### src/rtl/de_scan_if.sv
// ------------------------------------------------------------------
// de_scan_if: code/select bundle between control logic and de_scan.
// Rev 1.0
// ------------------------------------------------------------------
`default_nettype none

interface de_scan_if #(
  parameter int CODE_W = 2
);
  localparam int OUT_W = 2**CODE_W;

  logic              en;
  logic              mode;
  logic              load;
  logic [CODE_W-1:0] code;
  logic [OUT_W-1:0]  de;
  logic [CODE_W-1:0] idx;
  logic              tick;

  modport master (
    output en, mode, load, code,
    input  de, idx, tick
  );

  modport slave (
    input  en, mode, load, code,
    output de, idx, tick
  );
endinterface

`default_nettype wire

### src/rtl/de_scan.sv
// ------------------------------------------------------------------
// de_scan: registered binary-to-one-hot decoder with self-timed scan.
// Rev 1.0
// ------------------------------------------------------------------
`default_nettype none

module de_scan #(
  parameter int CODE_W     = 2,
  parameter int DIV        = 4,
  parameter int ACTIVE_LOW = 0
) (
  input  logic      clk,
  input  logic      rst,
  de_scan_if.slave  bus
);

  localparam int OUT_W = 2**CODE_W;
  localparam int CNT_W = (DIV > 1) ? $clog2(DIV) : 1;

  localparam logic [CNT_W-1:0] CNT_LAST = CNT_W'(DIV - 1);
  localparam logic [OUT_W-1:0] DE_POL   = (ACTIVE_LOW != 0) ? {OUT_W{1'b1}} : {OUT_W{1'b0}};

  typedef enum logic [1:0] {
    ST_IDLE   = 2'd0,
    ST_DECODE = 2'd1,
    ST_SCAN   = 2'd2
  } state_t;

  state_t            state_q, state_d;
  logic [CODE_W-1:0] idx_q,   idx_d;
  logic [CNT_W-1:0]  cnt_q,   cnt_d;
  logic [OUT_W-1:0]  de_q,    de_d;
  logic              tick_q,  tick_d;
  logic              line_on;

  // de is derived from the next idx so it always equals onehot(idx) when active.
  always_comb begin
    state_d = state_q;
    idx_d   = idx_q;
    cnt_d   = '0;
    tick_d  = 1'b0;
    line_on = 1'b0;

    if (!bus.en) begin
      state_d = ST_IDLE;
    end else if (!bus.mode) begin
      state_d = ST_DECODE;
      line_on = 1'b1;
      if (bus.load) begin
        idx_d = bus.code;
      end
    end else begin
      state_d = ST_SCAN;
      line_on = 1'b1;
      if (state_q != ST_SCAN) begin
        idx_d = '0;
      end else if (cnt_q == CNT_LAST) begin
        idx_d  = idx_q + 1'b1;
        tick_d = 1'b1;
      end else begin
        cnt_d = cnt_q + 1'b1;
      end
    end

    de_d = (line_on ? (OUT_W'(1) << idx_d) : {OUT_W{1'b0}}) ^ DE_POL;
  end

  always_ff @(posedge clk) begin
    if (rst) begin
      state_q <= ST_IDLE;
      idx_q   <= '0;
      cnt_q   <= '0;
      tick_q  <= 1'b0;
      de_q    <= DE_POL;
    end else begin
      state_q <= state_d;
      idx_q   <= idx_d;
      cnt_q   <= cnt_d;
      tick_q  <= tick_d;
      de_q    <= de_d;
    end
  end

  assign bus.de   = de_q;
  assign bus.idx  = idx_q;
  assign bus.tick = tick_q;

endmodule

`default_nettype wire
### src/flat_wrapper.sv
// flat-port wrapper written by rule: the top's interface ports become plain ports
module de_scan_flat 
#(
  parameter int CODE_W     = 2,
  parameter int DIV        = 4,
  parameter int ACTIVE_LOW = 0
)
  (clk, rst, bus_en, bus_mode, bus_load, bus_code, bus_de, bus_idx, bus_tick);
  de_scan_if #(.CODE_W(CODE_W)) bus_i ();
  input  logic clk;
  input  logic rst;
  input wire logic [$bits(bus_i.en)-1:0] bus_en;
  input wire logic [$bits(bus_i.mode)-1:0] bus_mode;
  input wire logic [$bits(bus_i.load)-1:0] bus_load;
  input wire logic [$bits(bus_i.code)-1:0] bus_code;
  output wire logic [$bits(bus_i.de)-1:0] bus_de;
  output wire logic [$bits(bus_i.idx)-1:0] bus_idx;
  output wire logic [$bits(bus_i.tick)-1:0] bus_tick;
  assign bus_i.en = bus_en;
  assign bus_i.mode = bus_mode;
  assign bus_i.load = bus_load;
  assign bus_i.code = bus_code;
  assign bus_de = bus_i.de;
  assign bus_idx = bus_i.idx;
  assign bus_tick = bus_i.tick;
  de_scan #(.CODE_W(CODE_W), .DIV(DIV), .ACTIVE_LOW(ACTIVE_LOW)) u_core (.clk(clk), .rst(rst), .bus(bus_i));
endmodule
### config.mk
export PLATFORM = sky130hd
export DESIGN_NAME = de_scan_flat
export DESIGN_NICKNAME = d
export VERILOG_FILES = /design/src/rtl/de_scan_if.sv /design/src/rtl/de_scan.sv /design/src/flat_wrapper.sv
export SDC_FILE = /design/constraint.sdc
export NUM_CORES = 1
export LEC_CHECK = 0
export CAP_MARGIN = 15
export CORE_AREA = 2 2 39 41
export CTS_CLUSTER_SIZE = 14
export DETAILED_ROUTE_END_ITERATION = 8
export DIE_AREA = 0 0 41 43
export PLACE_DENSITY = 0.66
export RECOVER_POWER = 100
export SLEW_MARGIN = 20
export SYNTH_ARGS = -nofsm -noshare
export SYNTH_HDL_FRONTEND = slang
export SYNTH_SLANG_ARGS = --single-unit
### constraint.sdc
create_clock -name clk -period 1.6 [get_ports clk]
set_input_delay 0.32 -clock clk [delete_from_list [all_inputs] [get_ports clk]]
set_output_delay 0.32 -clock clk [all_outputs]
set_load 0.1 [all_outputs]
# After elaboration in Yosys (flattened, before gate mapping)
# Cells that the tools add are included.
# totals
register_bits	11
input_bits	7
output_inout_bits	7
word_cells	25
# op_classes
add_sub_neg	2
eq_ne	2
shift	1
mux	8
bitwise_logic	3
reduce_logical	4
# ops
op	count
$mux 2	6
$reduce_or 5->1	1
$add 2x1->2 const B	2
$reduce_or 2->1	2
$reduce_or 4->1	1
$shl 1x2->4 const A	1
$not 1->1	3
$eq 2x2->1 const B	1
$mux 1	2
$ne 2x2->1 const B	1

# Depth between registers and ports, before layout
# Gate-level depths: netlist of run 1.
# depth
ltp_word	6
depth_mapped	5

# Least setup slack after synthesis of run 1
# No wires, ideal clock.
# synth_path
path_kind	flip-flop to flip-flop
startpoint	register u_core.idx_q[0], in the netlist u_core.bus.idx[0]
endpoint	register u_core.de_q[1], in the netlist u_core.bus.de[1]
setup_time_ps	73
t_arrival_ps	1668
setup_slack_ps	-141
path_stages_with_launch	5
path_buffers	0
path_cell_list	dfxtp_1 nand2_1 xnor2_1 a21oi_1 nor3b_2
# synth_via
elab_chain_cells	6
elab_cells_between_ends	7
classes_between	add/sub (1); shift (1); mux (5)
# synth_rtl
element	line	text
start, declared	de_scan.sv:30	logic [CODE_W-1:0] idx_q, idx_d;
start signal, assigned	de_scan.sv:77	idx_q <= idx_d;
$add 2x1->2	de_scan.sv:58	idx_d = idx_q + 1'b1;
$mux 2	de_scan.sv:57	end else if (cnt_q == CNT_LAST) begin
$mux 2	de_scan.sv:55	if (state_q != ST_SCAN) begin
$mux 2	de_scan.sv:46	end else if (!bus.mode) begin
$mux 2 *	de_scan.sv:44	if (!bus.en) begin
$shl 1x2->4 *	de_scan.sv:65	de_d = (line_on ? (OUT_W'(1) << idx_d) : {OUT_W{1'b0}}) ^ DE_POL;
end signal, assigned	de_scan.sv:74	de_q <= DE_POL;
end signal, assigned	de_scan.sv:80	de_q <= de_d;
end, declared	de_scan.sv:32	logic [OUT_W-1:0] de_q, de_d;
# Every way passes the cells marked *; elsewhere a longest branch is shown, timed or not.
# A chain may end at the register's enable or synchronous reset.

# Worst setup path after layout of run 1
# layout_path
startpoint	input port bus_en
endpoint	register u_core.de_q[0], in the netlist u_core.bus.de[0]
# layout_via
elab_chain_cells	3
elab_cells_between_ends	5
classes_between	shift (1); mux (2); bitwise (1); reduce/logical (1)
# layout_rtl
element	line	text
start, declared	flat_wrapper.sv:12	input wire logic [$bits(bus_i.en)-1:0] bus_en;
$mux 1	de_scan.sv:44	
$not 1->1 (no line)	-	
$reduce_or 2->1 (no line)	-	
# Several ways; a longest one is shown, not always the timed one.

==> results of run 1 <==
## path summary, 6_finish.rpt
path                       to  slack [ns]  cells after the start
max          u_core.bus.de[0]        0.17                      5
min           u_core.cnt_q[0]        0.43                      1
max reg2reg  u_core.bus.de[0]        0.25                      5
min reg2reg   u_core.cnt_q[0]        0.43                      1
## routing by layer
metal  vias to the layer above  global-route usage  routed length [um]
li1                        187                   -                   -
met1                       162               0.147                 361
met2                        12               0.163                 382
met3                         4              0.0471                  82
met4                         0               0.120                  27
met5                         -                   0                   0
## per-stage QoR
stage / util / worst slack (ns) / TNS (ns) / area, um2 / power (mW)
final: 0.429 / 0.173 / 0 / 593 / 0.565
after detailed placement: 0.495 / -0.0172 / -0.0293 / 684 / 0.406
after CTS: 0.514 / 0.229 / 0 / 711 / 0.592
after floorplan: - / 0.185 / 0 / 427 / 0.349
after global routing: 0.429 / 0.0554 / 0 / 593 / 0.591
after global placement: 0.495 / 0.00434 / 0 / 684 / 0.406
## cells in the mapped netlist, drive strengths merged
cell type	instances	share of area
a21oi	1	0.012
ha	1	0.029
and2	1	0.015
nand4b	1	0.021
nor2	5	0.044
nand3	1	0.024
o21ai	1	0.012
mux2i	1	0.024
xnor2	1	0.021
nand2b	1	0.015
nor3b	2	0.047
and3b	1	0.029
nor2b	2	0.029
xor2	1	0.021
nor3	2	0.024
and3	3	0.056
nand2	3	0.027
dfxtp	11	0.52
a31oi	1	0.015
a211oi	1	0.018
## cells by family (layout without fill, tap and decap cells)
| group | count (synthesis) | in the layout | synth area share |
|---|---|---|---|
| xor+xnor | 2 | 2 | 0.0413 |
| fa+ha+maj | 1 | 1 | 0.0295 |
| compound gates | 4 | 4 | 0.0560 |
| simple gates | 22 | 22 | 0.330 |
| buf+inv | 0 | 22 | 0 |
| flops | 11 | 11 | 0.519 |
| mux | 1 | 1 | 0.0236 |
## placed cells by master (no fill, tap or decap)
| cell type | synthesis | layout |
|---|---|---|
| sky130_fd_sc_hd__nand2_1 | 3 | 3 |
| sky130_fd_sc_hd__nand2b_1 | 1 | 1 |
| sky130_fd_sc_hd__nand3_1 | 0 | 1 |
| sky130_fd_sc_hd__nor2b_1 | 2 | 2 |
| sky130_fd_sc_hd__clkdlybuf4s50_1 | 0 | 5 |
| sky130_fd_sc_hd__xnor2_1 | 1 | 1 |
| sky130_fd_sc_hd__o21ai_0 | 1 | 1 |
| sky130_fd_sc_hd__clkbuf_1 | 0 | 1 |
| sky130_fd_sc_hd__ha_2 | 0 | 1 |
| sky130_fd_sc_hd__dfxtp_1 | 11 | 9 |
| sky130_fd_sc_hd__clkbuf_2 | 0 | 7 |
| sky130_fd_sc_hd__xor2_1 | 1 | 1 |
| sky130_fd_sc_hd__nor2_1 | 5 | 5 |
| sky130_fd_sc_hd__a31oi_1 | 1 | 1 |
| sky130_fd_sc_hd__nand4b_1 | 1 | 1 |
| sky130_fd_sc_hd__and2_0 | 0 | 1 |
| sky130_fd_sc_hd__dfxtp_2 | 0 | 2 |
| sky130_fd_sc_hd__and3_1 | 2 | 3 |
| sky130_fd_sc_hd__dlygate4sd3_1 | 0 | 1 |
| sky130_fd_sc_hd__nor3b_1 | 1 | 2 |
| sky130_fd_sc_hd__nor3_1 | 2 | 2 |
| sky130_fd_sc_hd__mux2i_1 | 1 | 1 |
| sky130_fd_sc_hd__and3b_4 | 1 | 1 |
| sky130_fd_sc_hd__clkbuf_4 | 0 | 5 |
| sky130_fd_sc_hd__a21oi_1 | 1 | 1 |
| sky130_fd_sc_hd__buf_4 | 0 | 3 |
| sky130_fd_sc_hd__a211oi_1 | 1 | 1 |
## state kept, by name, indices dropped and copies added, names as in the netlist
signal and cells:
u_core.bus.de 4, u_core.bus.idx 2, u_core.bus.tick 1, u_core.cnt_q 2, u_core.state_q 2
## cell type report
type | count | area share
multi-input cells | 30 | 0.323
clock buffers | 4 | 0.0443
well taps | 16 | 0.0338
flip-flops and latches | 11 | 0.376
repair buffers | 18 | 0.224
## worst max-delay path: cells and delay by family
kind | cells | cell delay [ns]
and+or+nand+nor | 3 | 0.49
buffers and inverters | 2 | 0.78
## power by group
| part | leakage [nW] | internal (mW) | switching (mW) |
|---|---|---|---|
| sequential | 0.0903 | 0.281 | 0.00388 |
| clock | 0.0150 | 0.0966 | 0.0907 |
| combinational | 0.151 | 0.0333 | 0.0591 |
| total | 0.256 | 0.411 | 0.154 |
==> impl_summary.md, run 1 <==
Job
The max-capacitance violation count is 0.

Drt
The per-cell via count in the routed design is 4.62. Once detail routing completed, the nets flagged for antenna violations numbered 0. The routed layout has ~370 vias. In the routed design, unresolved DRC markers number 0. The final layout contains routed wiring with a total length of 854 um.

The post-detailed-route wirelength per cell is roughly 11 um. The number of violations reported at the end of detailed-routing iteration 0 is 4. For this run, the detailed router's first-pass iteration total came to 3.

Clock network
The tree built by TritonCTS fans out to 11 sinks. The number of buffers inserted by post-CTS setup repair is 0. The TritonCTS clock tree is built. The clock transition time at the flip-flop clock pins of the worst setup and hold paths is about 0.07 ns.

For this design, the CTS-stage hold fixing added 0 buffers. For the worst-skew pair, the clock arrives at the later sink with an insertion delay of between 0.2 and 0.3 ns. The depth of the CTS H-tree is 1. TritonCTS created 3 clock buffers. The maximum number of buffers from clock root to sink is 2. CTS placed an instance of sky130_fd_sc_hd__clkbuf_4 at the clock tree root. Once the clock tree was built, the resizer swapped 0 gates to a different size.

GRT
The initial antenna violation count was 0. Entering global routing, the biggest net connects 7 pins. The remaining global-route overflow is 0.

The wire length of the first global-routing pass is between 1 and 1.5 mm. The via count of the first global-routing pass came to roughly 330. Across every metal layer, demand over resource in global routing totals 0.125.

Setup path
The cell with the largest stage delay on the worst path is sky130_fd_sc_hd__dlygate4sd3_1. Along the worst path, the maximum fanout reaches 6. On the worst path, the slowest cell contributes a delay of 0.62 ns. The kind of critical path is primary input to flop. The worst register-to-register path begins at u_core.cnt_q[0].

The data required time of the worst path is 1.76 ns. The cell seen most often among critical-path stages is sky130_fd_sc_hd__and3_1. The kind of start point of the critical path is a primary input. The launching element of the worst setup path is bus_en.

The kind of capture point of the worst setup path is a flop. The signal arrival time at the worst endpoint is roughly 1.6 ns. Traced cell by cell, the critical path runs through dlygate4sd3_1 -> clkbuf_4 -> nand3_1 -> and3_1 -> and3_1.

Place
After detailed placement, the design holds a cell count of 75. The number of buffer cells added on primary ports is 13. The final weighted congestion in routability-driven placement is 0.793. The half-perimeter wire length after placement is between 600 and 700 um.

Power
In this run the power density over the cells is 953 nW/um2. The worst-case IR drop observed on VDD is roughly 0.34 mV. For this design the static power due to leakage is 0.256 nW.

Synth
The synthesized instance count is slightly above 40. Yosys printed 0 warnings. For this run, the register share of the synthesized area comes to 0.519. The total nets after synthesis is 49.

Counting flops and latches in the post-synthesis netlist gives 11. The mapped cell area is approximately 420 um2. The mean area per synthesized cell is roughly 10 um2.

In this run, distinct cell masters in the synthesized netlist total 22.

Layout
The total area of multi-input combinational cells is 191 um2. Excluding fillers, the count of instances in the completed layout stands at 79. Of the cells placed in the final design, the portion with a size suffix greater than 1 is 0.302. The area growth from synthesis to layout is 39.8%. After the last flow step, the layout net total stands at slightly above 70. The combined flip-flop and latch cell area is between 200 and 250 um2. The number of antenna cells inserted is 0.

Counting the fill cells in the layout gives roughly 150.

STA
The period utilization is 0.892. The final setup violation count is 0. On the final layout, the worst hold slack is around 0.43 ns. The number of hold violations in the final report is 0. The final clock skew is ~0.00038 ns. Setup repair after global routing left no endpoint under its margin. The total count of max-transition violations in the final report was 0. The slew at the pin with the worst max-slew slack is about 0.54 ns.

The worst slew margin relative to its limit is 0.640. The final critical path time including I/O delays and setup is about 1.4 ns. The peak clock frequency supported by timing is about 0.70 GHz.

Status
The flow ran to the end, and the final reports show no timing, DRC or antenna violations.

Hold path
The class of the worst hold path is flop to flop. The launch instance of the worst min-delay path is u_core.cnt_q[0].

Floorplanning
The overall die area is about 1800 um2. Measured along the x axis, the die boundary spans about 40 um. The number of placement rows is 14.

14 I/O pins were placed. The region available for standard cell placement spans roughly 1400 um2. For this configuration, the core starts out at a cell density of 0.307.

The height of the die is 43 um.
No activity file was read; power rests on OpenSTA's default activity.
==> run 2, diff against run 1 <==
--- a/config.mk
+++ b/config.mk
@@ -5,6 +5,7 @@
 export SDC_FILE = /design/constraint.sdc
 export NUM_CORES = 1
 export LEC_CHECK = 0
+export ABC_CLOCK_PERIOD_IN_PS = 1600
 export CAP_MARGIN = 15
 export CORE_AREA = 2 2 39 41
 export CTS_CLUSTER_SIZE = 14
==> results of run 2 <==
Final layout, timing and power as in run 1 (identical DEF).
